**src/rtl/pc_stack_unit.sv**
```systemverilog
// pc_stack_unit
//   Program counter plus bounded return-address stack for the multicycle core.
//   Each commit selects the next PC (sequential, branch/call, jump, return or
//   halt) and optionally pushes the return address pc+1 or pops one off.
//
// Ports
//   clk, reset        rising-edge clock, asynchronous active-low reset
//   pc_write          commit strobe
//   pc_src            next-PC select
//   push, pop         CALL / RET stack requests
//   cond_ok           branch/call condition
//   target_addr       branch/call/JR target
//   jump_addr         JPC target
//   pc, pc_plus1      current PC (registered) and pc+1 (combinational)
//   halted            sticky halt flag
//   stack_empty/full  occupancy flags
//   stack_depth       occupied entries
//   stack_err         sticky overflow/underflow/push-pop conflict
module pc_stack_unit #(
    parameter int                    ADDR_WIDTH  = 32,
    parameter int                    STACK_DEPTH = 8,
    parameter logic [ADDR_WIDTH-1:0] RESET_PC    = '0
) (
    input  logic                           clk,
    input  logic                           reset,
    input  logic                           pc_write,
    input  logic [2:0]                     pc_src,
    input  logic                           push,
    input  logic                           pop,
    input  logic                           cond_ok,
    input  logic [ADDR_WIDTH-1:0]          target_addr,
    input  logic [ADDR_WIDTH-1:0]          jump_addr,
    output logic [ADDR_WIDTH-1:0]          pc,
    output logic [ADDR_WIDTH-1:0]          pc_plus1,
    output logic                           halted,
    output logic                           stack_empty,
    output logic                           stack_full,
    output logic [$clog2(STACK_DEPTH):0]   stack_depth,
    output logic                           stack_err
);
    localparam int IW  = $clog2(STACK_DEPTH);
    localparam int SPW = IW + 1;

    typedef enum logic {RUN = 1'b0, HALT = 1'b1} state_t;

    state_t                  state, nxt_state;
    logic [SPW-1:0]          sp, nxt_sp;
    logic [ADDR_WIDTH-1:0]   nxt_pc;
    logic                    wr_en, err_set;
    logic [IW-1:0]           top_idx;
    logic [ADDR_WIDTH-1:0]   mem [STACK_DEPTH];

    assign pc_plus1    = pc + 1'b1;
    assign stack_depth = sp;
    assign stack_empty = (sp == '0);
    assign stack_full  = (sp == SPW'(STACK_DEPTH));
    assign halted      = (state == HALT);
    // When full, sp[IW-1:0] is 0 and the decrement wraps to the last slot.
    assign top_idx     = sp[IW-1:0] - IW'(1);

    always_ff @(posedge clk or negedge reset) begin
        if (!reset) begin
            state     <= RUN;
            pc        <= RESET_PC;
            sp        <= '0;
            stack_err <= 1'b0;
        end else begin
            state <= nxt_state;
            pc    <= nxt_pc;
            sp    <= nxt_sp;
            if (err_set) stack_err <= 1'b1;
        end
    end

    // Stack storage is not reset; occupancy is tracked solely by sp.
    always_ff @(posedge clk) begin
        if (wr_en) mem[sp[IW-1:0]] <= pc_plus1;
    end

    always_comb begin
        nxt_state = state;
        nxt_pc    = pc;
        nxt_sp    = sp;
        wr_en     = 1'b0;
        err_set   = 1'b0;
        if (state == RUN && pc_write) begin
            nxt_pc = pc_plus1;
            case (pc_src)
                3'b000: begin
                    // RET only when pop is requested alone; the conflict case
                    // is handled below.
                    if (pop && !push) begin
                        if (stack_empty) begin
                            err_set = 1'b1;
                        end else begin
                            nxt_pc = mem[top_idx];
                            nxt_sp = sp - 1'b1;
                        end
                    end
                end
                3'b001: if (cond_ok) nxt_pc = target_addr;
                3'b100: nxt_pc = jump_addr;
                3'b101: begin
                    nxt_pc    = pc;
                    nxt_state = HALT;
                end
                default: ;
            endcase
            if (push && pop) begin
                err_set = 1'b1;
                if (pc_src != 3'b101) nxt_pc = pc_plus1;
            end else if (push) begin
                // Push is independent of the PC select and of cond_ok.
                if (stack_full) begin
                    err_set = 1'b1;
                end else begin
                    wr_en  = 1'b1;
                    nxt_sp = sp + 1'b1;
                end
            end
        end
    end
endmodule

```
**config.mk**
```make
export PLATFORM = sky130hd
export DESIGN_NAME = pc_stack_unit
export DESIGN_NICKNAME = d
export VERILOG_FILES = /design/src/rtl/pc_stack_unit.sv
export SDC_FILE = /design/constraint.sdc
export NUM_CORES = 1
export LEC_CHECK = 0
export ABC_AREA = 0
export BUFFER_PORTS_ARGS = -buffer_cell sky130_fd_sc_hd__buf_2
export CAP_MARGIN = 20
export CORE_MARGIN = 5
export CORE_UTILIZATION = 30
export CTS_CLUSTER_SIZE = 12
export DETAILED_ROUTE_END_ITERATION = 8
export GPL_TIMING_DRIVEN = 0
export PLACE_DENSITY_LB_ADDON = 0.1
export SYNTH_ARGS = -nofsm -noshare
export SYNTH_HDL_FRONTEND = slang
export SYNTH_SLANG_ARGS = --single-unit
```
**constraint.sdc**
```tcl
create_clock -name clk -period 10.76 [get_ports clk]
set_clock_uncertainty 0.05 [all_clocks]
set_input_delay 0 -clock clk [delete_from_list [all_inputs] [get_ports clk]]
set_output_delay 0 -clock clk [all_outputs]
set_load 0.05 [all_outputs]
```
==> run metrics, run 1 <==
GRT overflow 0; R2R Setup Slk around 6000 ps; Unique masters post-synth 61; max-slew violation count 0; sequential share of power 36.7%; starting DRC count in detailed routing 854; Die H 218.3 µm; Psw 1555 µW; clock sink count 294; H-Tree Depth 2; via count approximately 9000; Final Hold Vio Count 1; Tcrit/Tclk final 44.29%; Vias/cell 5.211; 1st-pass router iterations 6; critical register-to-register path startpoint stack_depth[0]; Max Freq 209.8 MHz; top cells by area, synth edfxtp_1, mux4_2, dfrtp_1; share of layout cells above drive strength 1 between 20% and 30%; Antenna Nets Post-Route 0; post-DR wirelength/cell approximately 27 µm; hold bufs inserted after CTS 50; leakage 0.005747 µW; initial antenna violation count 0; clock buffer depth 3; largest net degree at the start of global routing 39; Post-Syn Nets roughly 900; hold path depth 5; Clk pwr share 26.5%; die area 47640 µm²; Area Overhead vs Synth 25.29%; core area 42980 µm²; CP max FO 10; flops & latches, synth 294; hold crit path type input port to flip-flop; Period minus WS final 4766 ps; post-cts sizing count 0; wirelength, routed 44790 µm; ys flop type edfxtp_1; RSZ-0062 raised after global routing no; Yosys top cell by area edfxtp_1; CP required 10930 ps; Initial Utilization around 30%; R2R depth 12; Crit Path Category flip-flop to flip-flop; Hold Startpoint target_addr[18]; Synth Warn # 0; max-cap violation count 0; Peak VDD IR between 0.1 and 0.15 mV; final total negative setup slack 0 ps; ANT cells 0; final hold slack -15.32 ps; drt drc 0; FP Rows 76; outcome finished, violations left; clock root buffer clkbuf_16; share of the synthesized area in the top cell type around 59%; clk slew on worst S/H paths 60 ps; failing checks negative hold slack; gr usage total 18.50%; vias in the first global route 8904; Die X-Extent 218.3 µm; Mean Syn Cell Area 15.75 µm²; worst slew pin tran 1110 ps; post-synthesis sequential area ratio 66.38%; fin nets 1148; Power Dens Cells 249.5 nW/µm²; crit path launch type flip-flop; Mapped Area 13010 µm²; Final setup viols 0; CTS tree yes; postcts setup bufs 0; dpl hpwl 31600 µm; worst hold endpoint pc[18]; Crit path arrival time 4930 ps; clk_lat worst skew 510 ps; CTS Buf Count 35; io pins 145; PortBufs 142; first-pass GRT wire length 63800 µm; Sw Share 38.24%; number of synthesized flops with an enable pin 256; placer congestion estimate 0.8366; ys async rst share 12.93%; reg2reg end mem[0][3]; Slew Limit Headroom 25.76%; Gate power share 36.9%; Critical Path End Type flip-flop; total power 4067 µW; Internal Dissipation 2512 µW; Synth Instances 826
cell usage after synthesis (3+ instances only):
cell / instances
o22ai_1: 7
xnor2_1: 20
o21ai_0: 38
a222oi_1: 26
nor2_1: 30
a21oi_1: 22
nand2b_1: 4
o21ai_1: 4
o31ai_1: 7
nand4_1: 9
buf_4: 4
nor2b_1: 3
and2_1: 6
a31oi_1: 7
nand3_1: 20
clkbuf_1: 37
nor3b_1: 6
buf_2: 19
mux2_2: 3
a221o_1: 6
dfrtp_1: 38
inv_1: 4
nor3_1: 11
and3_1: 11
or3_1: 4
a211oi_1: 3
a21o_1: 3
ha_1: 3
xor2_1: 11
mux2i_1: 28
o2bb2ai_1: 3
a22oi_1: 10
mux4_2: 64
edfxtp_1: 256
nand2_1: 64
power by group through the flow:
stage | Clock, µW | Sequential (µW) | Combinational (µW)
2_1_floorplan | 0 | 1620 | 911
3_3_place_gp | 0 | 1510 | 1500
3_5_place_dp | 0 | 1510 | 1510
4_1_cts | 1100 | 1490 | 1530
5_1_grt | 1150 | 1500 | 1600
6_report | 1080 | 1490 | 1500
flip-flops by register name, indices dropped and copies added, names as in the netlist:
name	cells
mem	256
stack_depth	4
stack_err	1
halted	1
pc	32
worst max-delay path by stage:
stage	from	to	slack, ps	depth (start not counted)
after floorplan	stack_depth[0]	mem[1][0]	5220	9
after CTS	stack_depth[0]	mem[1][11]	5900	12
after global placement	stack_depth[0]	mem[0][3]	1680	9
after global routing	stack_depth[0]	mem[1][22]	5720	12
final	stack_depth[0]	mem[0][3]	5990	12
after detailed placement	stack_depth[0]	mem[0][3]	5890	12
per-layer routing:
metal  wire, µm  GRT usage [%]  part of all wire (%)  vias up
met1      20080          26.22                    45     4573
met4        846          4.124                   1.9        0
met3       2786          3.048                   6.2       56
met2      21070          30.16                    47      293
met5          0              0                     0        -
li1           -              -                     -     3827
cell usage in the layout, fill, tap and decap left out, types with 4 or more instances in the layout:
cell type	instances
a21oi_1	22
clkbuf_16	35
nor3b_1	6
nand3_1	20
nand2b_1	4
nand4_1	9
a22oi_1	10
and2_1	6
edfxtp_1	256
a221o_1	6
o22ai_1	7
clkbuf_1	45
nor2_4	6
buf_6	4
nor3_1	9
buf_8	4
o21ai_1	4
clkinv_2	6
o21ai_0	38
mux2i_1	28
a31oi_1	7
dlygate4sd3_1	51
inv_1	4
dfrtp_1	38
buf_2	161
buf_12	7
nor2_1	24
nand2_1	64
buf_4	4
o31ai_1	7
a222oi_1	26
clkinv_1	7
and3_1	11
xnor2_1	20
mux4_2	64
xor2_1	11
or3_1	4
worst max-delay path, stage by stage, from the launching register on:
cell	delay (ps)
dfrtp_1	390
buf_2	180
buf_2	360
buf_2	410
inv_1	200
ha_1	350
and3b_1	250
nor3b_2	430
nand3_1	400
nor3_2	820
buf_6	280
buf_8	160
buf_8	160
stage by stage:
| stage | area (µm²) | instances | hold slack [ps] | setup slack [ps] | util [%] |
|---|---|---|---|---|---|
| final | 16300 | 1679 | -15.32 | 5994 | 37.93 |
| after global routing | 16300 | 1679 | 58.58 | 5716 | 37.93 |
| after CTS | 16270 | 1677 | 12.69 | 5898 | 37.86 |
| after detailed placement | 14760 | 1568 | 200.6 | 5893 | 34.35 |
| after global placement | 14460 | 1553 | 203.6 | 1676 | 33.63 |
| after floorplan | 13010 | 826 | -345.6 | 5217 | - |
area by class of cell:
| class | count | area (µm²) |
|---|---|---|
| Sequential cell | 294 | 8638 |
| Tap cell | 585 | 732.0 |
| Timing Repair Buffer | 209 | 1494 |
| Clock inverter | 16 | 103.9 |
| Buffer | 64 | 281.5 |
| Clock buffer | 43 | 905.9 |
| Inverter | 4 | 15.01 |
| Fill cell | 4147 | 26680 |
| Multi-Input combinational cell | 464 | 4133 |
cell families after synthesis:
group / after synthesis / share of synthesized area [%]
xor+xnor: 32 / 2.212
buf+inv: 68 / 2.279
mux: 95 / 13.49
simple gates: 187 / 7.423
fa+ha+maj: 3 / 0.2885
flops: 294 / 66.38
compound gates: 147 / 7.923
(Power assumes the default switching activity.)
==> run 2: changes to the inputs <==
==> constraint.sdc (replaced) <==
create_clock -name clk -period 3.9 [get_ports clk]
set_clock_uncertainty 0.05 [all_clocks]
set_input_delay 0 -clock clk [delete_from_list [all_inputs] [get_ports clk]]
set_output_delay 0 -clock clk [all_outputs]
set_load 0.05 [all_outputs]
==> run 2 against run 1 <==
- the flow now finishes without violations
- final cell count is 1.1% higher
- wire length decreased by 1.7%
- non-clock buffer count is 18 higher
- via count down 1.0%
- final area increased by 2.4%
- setup slack worse by 5800 ps
- clock-buffer cell count rose by 5
- critical path depth shrank 1
- largest cell class unchanged
- highest routed layer unchanged
==> run metrics, run 2 (synthesized netlist as in run 1, its figures left out) <==
CP max stage cell dfrtp_2; R2R Setup Slk ~220 ps; gr usage total 18.35%; Post-DP Area 14750 µm²; largest net degree at the start of global routing 21; Clk pwr share a little over a quarter; max FFs per register approximately 260; core area 42980 µm²; CP cell instances buf_2 > buf_4 > buf_4 > inv_1 > ha_1 > and3b_2 > nor3b_4 > nand3_2 > nor3_4 > buf_4 > buf_8; share of layout cells above drive strength 1 31.18%; max-slew violation count 0; CTS Buf Count 35; Antenna Nets Post-Route 0; ANT cells 0; io pins 145; wirelength, routed between 40000 and 50000 µm; cell repeated most along the worst path buf_4; Sw Share 37.74%; starting DRC count in detailed routing 733; CP required 4050 ps; GRT overflow 0; 1st-pass router iterations 6; commonest non-fill, non-tap cell in the layout edfxtp_1; leakage 0.005916 µW; hold crit path type input port to flip-flop; Tcrit/Tclk final 94.41%; PortBufs 142; vias in the first global route about 8900; Internal Dissipation 7085 µW; critical register-to-register path startpoint stack_depth[0]; outcome complete, no violations; FF+latch area between 8000 and 9000 µm²; Max Freq about 270 MHz; Slew Limit Headroom 31.85%; drt drc 0; FP Rows 76; clk slew on worst S/H paths 60 ps; clock root buffer clkbuf_16; footprint of the multi-input gates between 4000 and 5000 µm²; dpl hpwl 31260 µm; CP max stage delay 390 ps; Vias/cell 5.100; via count 8660; Period minus WS final 3682 ps; sequential share of power 36.0%; design area 16700 µm²; Peak VDD IR 0.3783 mV; Initial Utilization 30.27%; highest-count cells in the layout ignoring fill and taps edfxtp_1, buf_2, mux4_2; initial antenna violation count 2; Psw 4295 µW; reg2reg end mem[0][5]; CP max FO 13; H-Tree Depth 2; Gate power share 37.3%; RSZ-0062 raised after global routing no; fillers roughly 4100; R2R depth 11; first-pass GRT wire length about 64000 µm; post-DR wirelength/cell 25.93 µm; CTS tree yes; Final setup viols 0; clk_lat worst skew about 520 ps; crit path launch type flip-flop; clock buffer depth 3; Final Hold Vio Count 0; Crit path arrival time roughly 3800 ps; Power Dens Cells between 600 and 700 nW/µm²; Die H 218.3 µm; Area Overhead vs Synth 28.35%; final core utilization 38.86%; Critical Path End Type flip-flop; hold path depth 5; Crit Path Category flip-flop to flip-flop; worst slew pin tran 1015 ps; placer congestion estimate 0.8464; max-cap violation count 0; worst hold endpoint pc[20]; fin nets approximately 1200; Hold Startpoint target_addr[20]; die area approximately 48000 µm²; clock sink count 294; Die X-Extent 218.3 µm
==> run 2: changes by cell type in the layout (fill, tap and decap cells not counted), sizes merged <==
| cell | before | now |
|---|---|---|
| clkbuf | 82 | 86 |
| dlygate4sd3 | 51 | 58 |
| clkinv | 14 | 10 |
| buf | 183 | 195 |
==> run 2: power groups by stage <==
stage	logic, µW	clock network (µW)	registers [µW]
floorplan	2530	0	4480
global placement	4180	0	4170
detailed placement	4180	0	4160
CTS	4270	3120	4100
global route	4540	3260	4130
finish	4240	3040	4100
==> run 2: timing repair <==
action / in CTS / in global routing
setup endpoints to repair: 286 / 55
resized for setup: 13 / 13
hold endpoints to repair: 69 / 0
gates cloned: 0 / 0
setup buffers: 13 / 3
hold buffers: 58 / 0
pin swaps: 8 / 0
==> run 2: critical path: cells and delay by family (launching register included) <==
kind	cells	cell delay, ps
simple gates	4	1210
flops	1	390
fa+ha+maj	1	360
buf+inv	6	1310
==> run 2: per-stage QoR <==
step                      setup slack [ps]  setup TNS, ps  total power, µW  hold slack (ps)  instances
after CTS                            18.12              0            11500            1.539       1695
after global placement               -1579        -288890             8349            233.3       1553
final                                218.2              0            11380            10.01       1698
after detailed placement            -619.8         -66210             8345           -15.18       1564
after floorplan                      14.70              0             7010           -345.6        826
after global routing                 9.932              0            11930            24.66       1698
==> run 2: area by class of cell <==
cell class	instances	share of cell area, %
clock buffer	48	5.724
clock inverter	12	0.5694
buffer	63	1.791
timing repair buffer	228	10.34
sequential	294	51.73
inverter	4	0.08990
tap	585	4.383
multi-input combinational	464	25.37
==> run 2: metal layers <==
metal / global-route usage [%] / up-vias / share of wire [%]
li1: - / 3868 / -
met1: 26.62 / 4465 / 46
met2: 28.95 / 269 / 46
met3: 3.241 / 58 / 5.9
met4: 4.250 / 0 / 2.2
met5: 0 / - / 0
==> run 2: worst max path at each step <==
| stage | from | to | depth (start not counted) |
|---|---|---|---|
| floorplan | stack_depth[0] | mem[2][0] | 9 |
| global placement | stack_depth[0] | mem[2][1] | 9 |
| detailed placement | stack_depth[0] | pc[11] | 12 |
| CTS | pc[0] | pc_plus1[22] | 8 |
| global route | stack_depth[0] | pc[10] | 12 |
| finish | stack_depth[0] | mem[0][5] | 11 |
==> run 3: changes to the inputs <==
--- a/config.mk
+++ b/config.mk
@@ -6,12 +6,12 @@
 export NUM_CORES = 1
 export LEC_CHECK = 0
 export ABC_AREA = 0
-export BUFFER_PORTS_ARGS = -buffer_cell sky130_fd_sc_hd__buf_2
 export CAP_MARGIN = 20
 export CORE_MARGIN = 5
 export CORE_UTILIZATION = 30
 export CTS_CLUSTER_SIZE = 12
 export DETAILED_ROUTE_END_ITERATION = 8
+export DONT_BUFFER_PORTS = 1
 export GPL_TIMING_DRIVEN = 0
 export PLACE_DENSITY_LB_ADDON = 0.1
 export SYNTH_ARGS = -nofsm -noshare
==> run 3 against run 2 <==
- sequential share of layout area down 0.40 points
- wire length up 1.0%
- final cell count down 5.8%
- global-route usage up 0.18 points
- hold slack better by 16 ps
- utilization up 0.32 points
- largest cell class unchanged
- largest power group is now sequential cells
- highest routed layer unchanged
==> run metrics, run 3 (synthesized netlist as in run 1, its figures left out) <==
dpl hpwl approximately 32000 µm; Crit Path Category flip-flop to flip-flop; drt drc 0; Initial Utilization 30.27%; largest net degree at the start of global routing 39; Vias/cell approximately 5.3; 1st-pass router iterations 7; core area between 40000 and 50000 µm²; commonest non-fill, non-tap cell in the layout edfxtp_1; Die H 218.3 µm; hold path depth 5; CTS Buf Count 35; Crit path arrival time 4080 ps; Antenna Nets Post-Route 0; Peak VDD IR approximately 0.36 mV; CP max FO 10; CTS tree yes; initial antenna violation count 1; H-Tree Depth 2; crit path launch type flip-flop; Area Overhead vs Synth 29.40%; gr usage total roughly 19%; Power Dens Cells 683.7 nW/µm²; clock root buffer clkbuf_16; highest-count cells in the layout ignoring fill and taps edfxtp_1, dlygate4sd3_1, mux4_2; worst slew pin tran 973.4 ps; clock sink count around 290; clk_lat worst skew 530 ps; clk slew on worst S/H paths roughly 60 ps; max-cap violation count 0; Slew Limit Headroom 35.05%; R2R depth 13; final hold slack 25.57 ps; Final setup viols 0; max-slew violation count 0; via count roughly 8500; CP required 4300 ps; Die X-Extent 218.3 µm; FP Rows 76; Critical Path End Type flip-flop; Tcrit/Tclk final 94.43%; hold crit path type input port to flip-flop; io pins between 100 and 150; first-pass GRT wire length 63850 µm; starting DRC count in detailed routing roughly 800; Period minus WS final ~3700 ps; post-DR wirelength/cell between 20 and 30 µm; placer congestion estimate 0.8520; RSZ-0062 raised after global routing no; die area 47640 µm²; outcome complete, no violations; fin nets 1061; vias in the first global route 8683; GRT overflow 0; clock buffer depth 3; Max Freq 271.5 MHz; fillers between 4000 and 5000; PortBufs 0; leakage 0.005693 µW; wirelength, routed 44480 µm; final total negative setup slack 0 ps; Final Hold Vio Count 0; share of layout cells above drive strength 1 26.38%; max FFs per register roughly 260
[run 3: repair_timing]
action | in CTS | in global routing
setup buffers | 14 | 0
pin swaps | 9 | 0
endpoints found under the hold margin | 76 | 0
endpoints found under the setup margin | 292 | 53
hold buffers | 72 | 0
gates resized for setup | 20 | 22
[run 3: path summary, 6_finish.rpt]
check	start	to	slack [ps]
worst max-delay path	stack_depth[0]	pc[22]	220
worst min-delay path	pc_src[2]	stack_depth[3]	30
worst max register to register	stack_depth[0]	pc[22]	220
worst min register to register	pc[0]	pc[0]	780
max in group asynchronous	reset	pc[0]	3010
min in group asynchronous	reset	pc[17]	540
[run 3: power breakdown]
group	switching (µW)	total (µW)	leakage, µW	internal, µW
sequential	789	4600	0.00282	3810
combinational	2300	3870	0.00235	1560
clock	1300	3050	0.000526	1750
total	4390	11500	0.00569	7120
[run 3: per-stage QoR]
stage	setup WS [ps]	power [µW]	instances	util, %	area (µm²)
after floorplan	14.70	7010	826	-	13080
after global placement	-1956	8095	1411	32.14	13810
after detailed placement	-833.2	8443	1448	34.23	14710
after CTS	16.68	11670	1598	39.05	16780
after global routing	17.33	12030	1597	39.17	16830
final	217.4	11510	1599	39.18	16840
[run 3: per-layer routing]
| metal | vias to the layer above | share of wire [%] | GRT usage [%] |
|---|---|---|---|
| met5 | - | 0 | 0 |
| met4 | 0 | 1.6 | 3.622 |
| met3 | 45 | 6.8 | 4.488 |
| met2 | 294 | 47 | 29.86 |
| met1 | 4469 | 44 | 25.86 |
| li1 | 3657 | - | - |
[run 3: worst max-delay path: stages, from the launching register on]
cell and delay, ps:
dfrtp_2 550, buf_4 220, buf_8 200, buf_6 220, inv_1 150, ha_2 280, nor3b_2 190, buf_6 170
or3_1 540, buf_4 270, buf_2 250, o22ai_1 250, nor2_1 70, o2bb2ai_1 170
[run 3: area by class of cell]
class | count | area, µm² | area share (%)
multi-input combinational | 464 | 4452 | 26.44
inverter | 4 | 15.01 | 0.08917
sequential | 294 | 8643 | 51.33
clock buffer | 48 | 965.9 | 5.736
timing repair buffer | 123 | 1604 | 9.526
tap | 585 | 732.0 | 4.347
buffer | 63 | 324.1 | 1.925
clock inverter | 16 | 97.59 | 0.5796
antenna | 2 | 5.005 | 0.02972
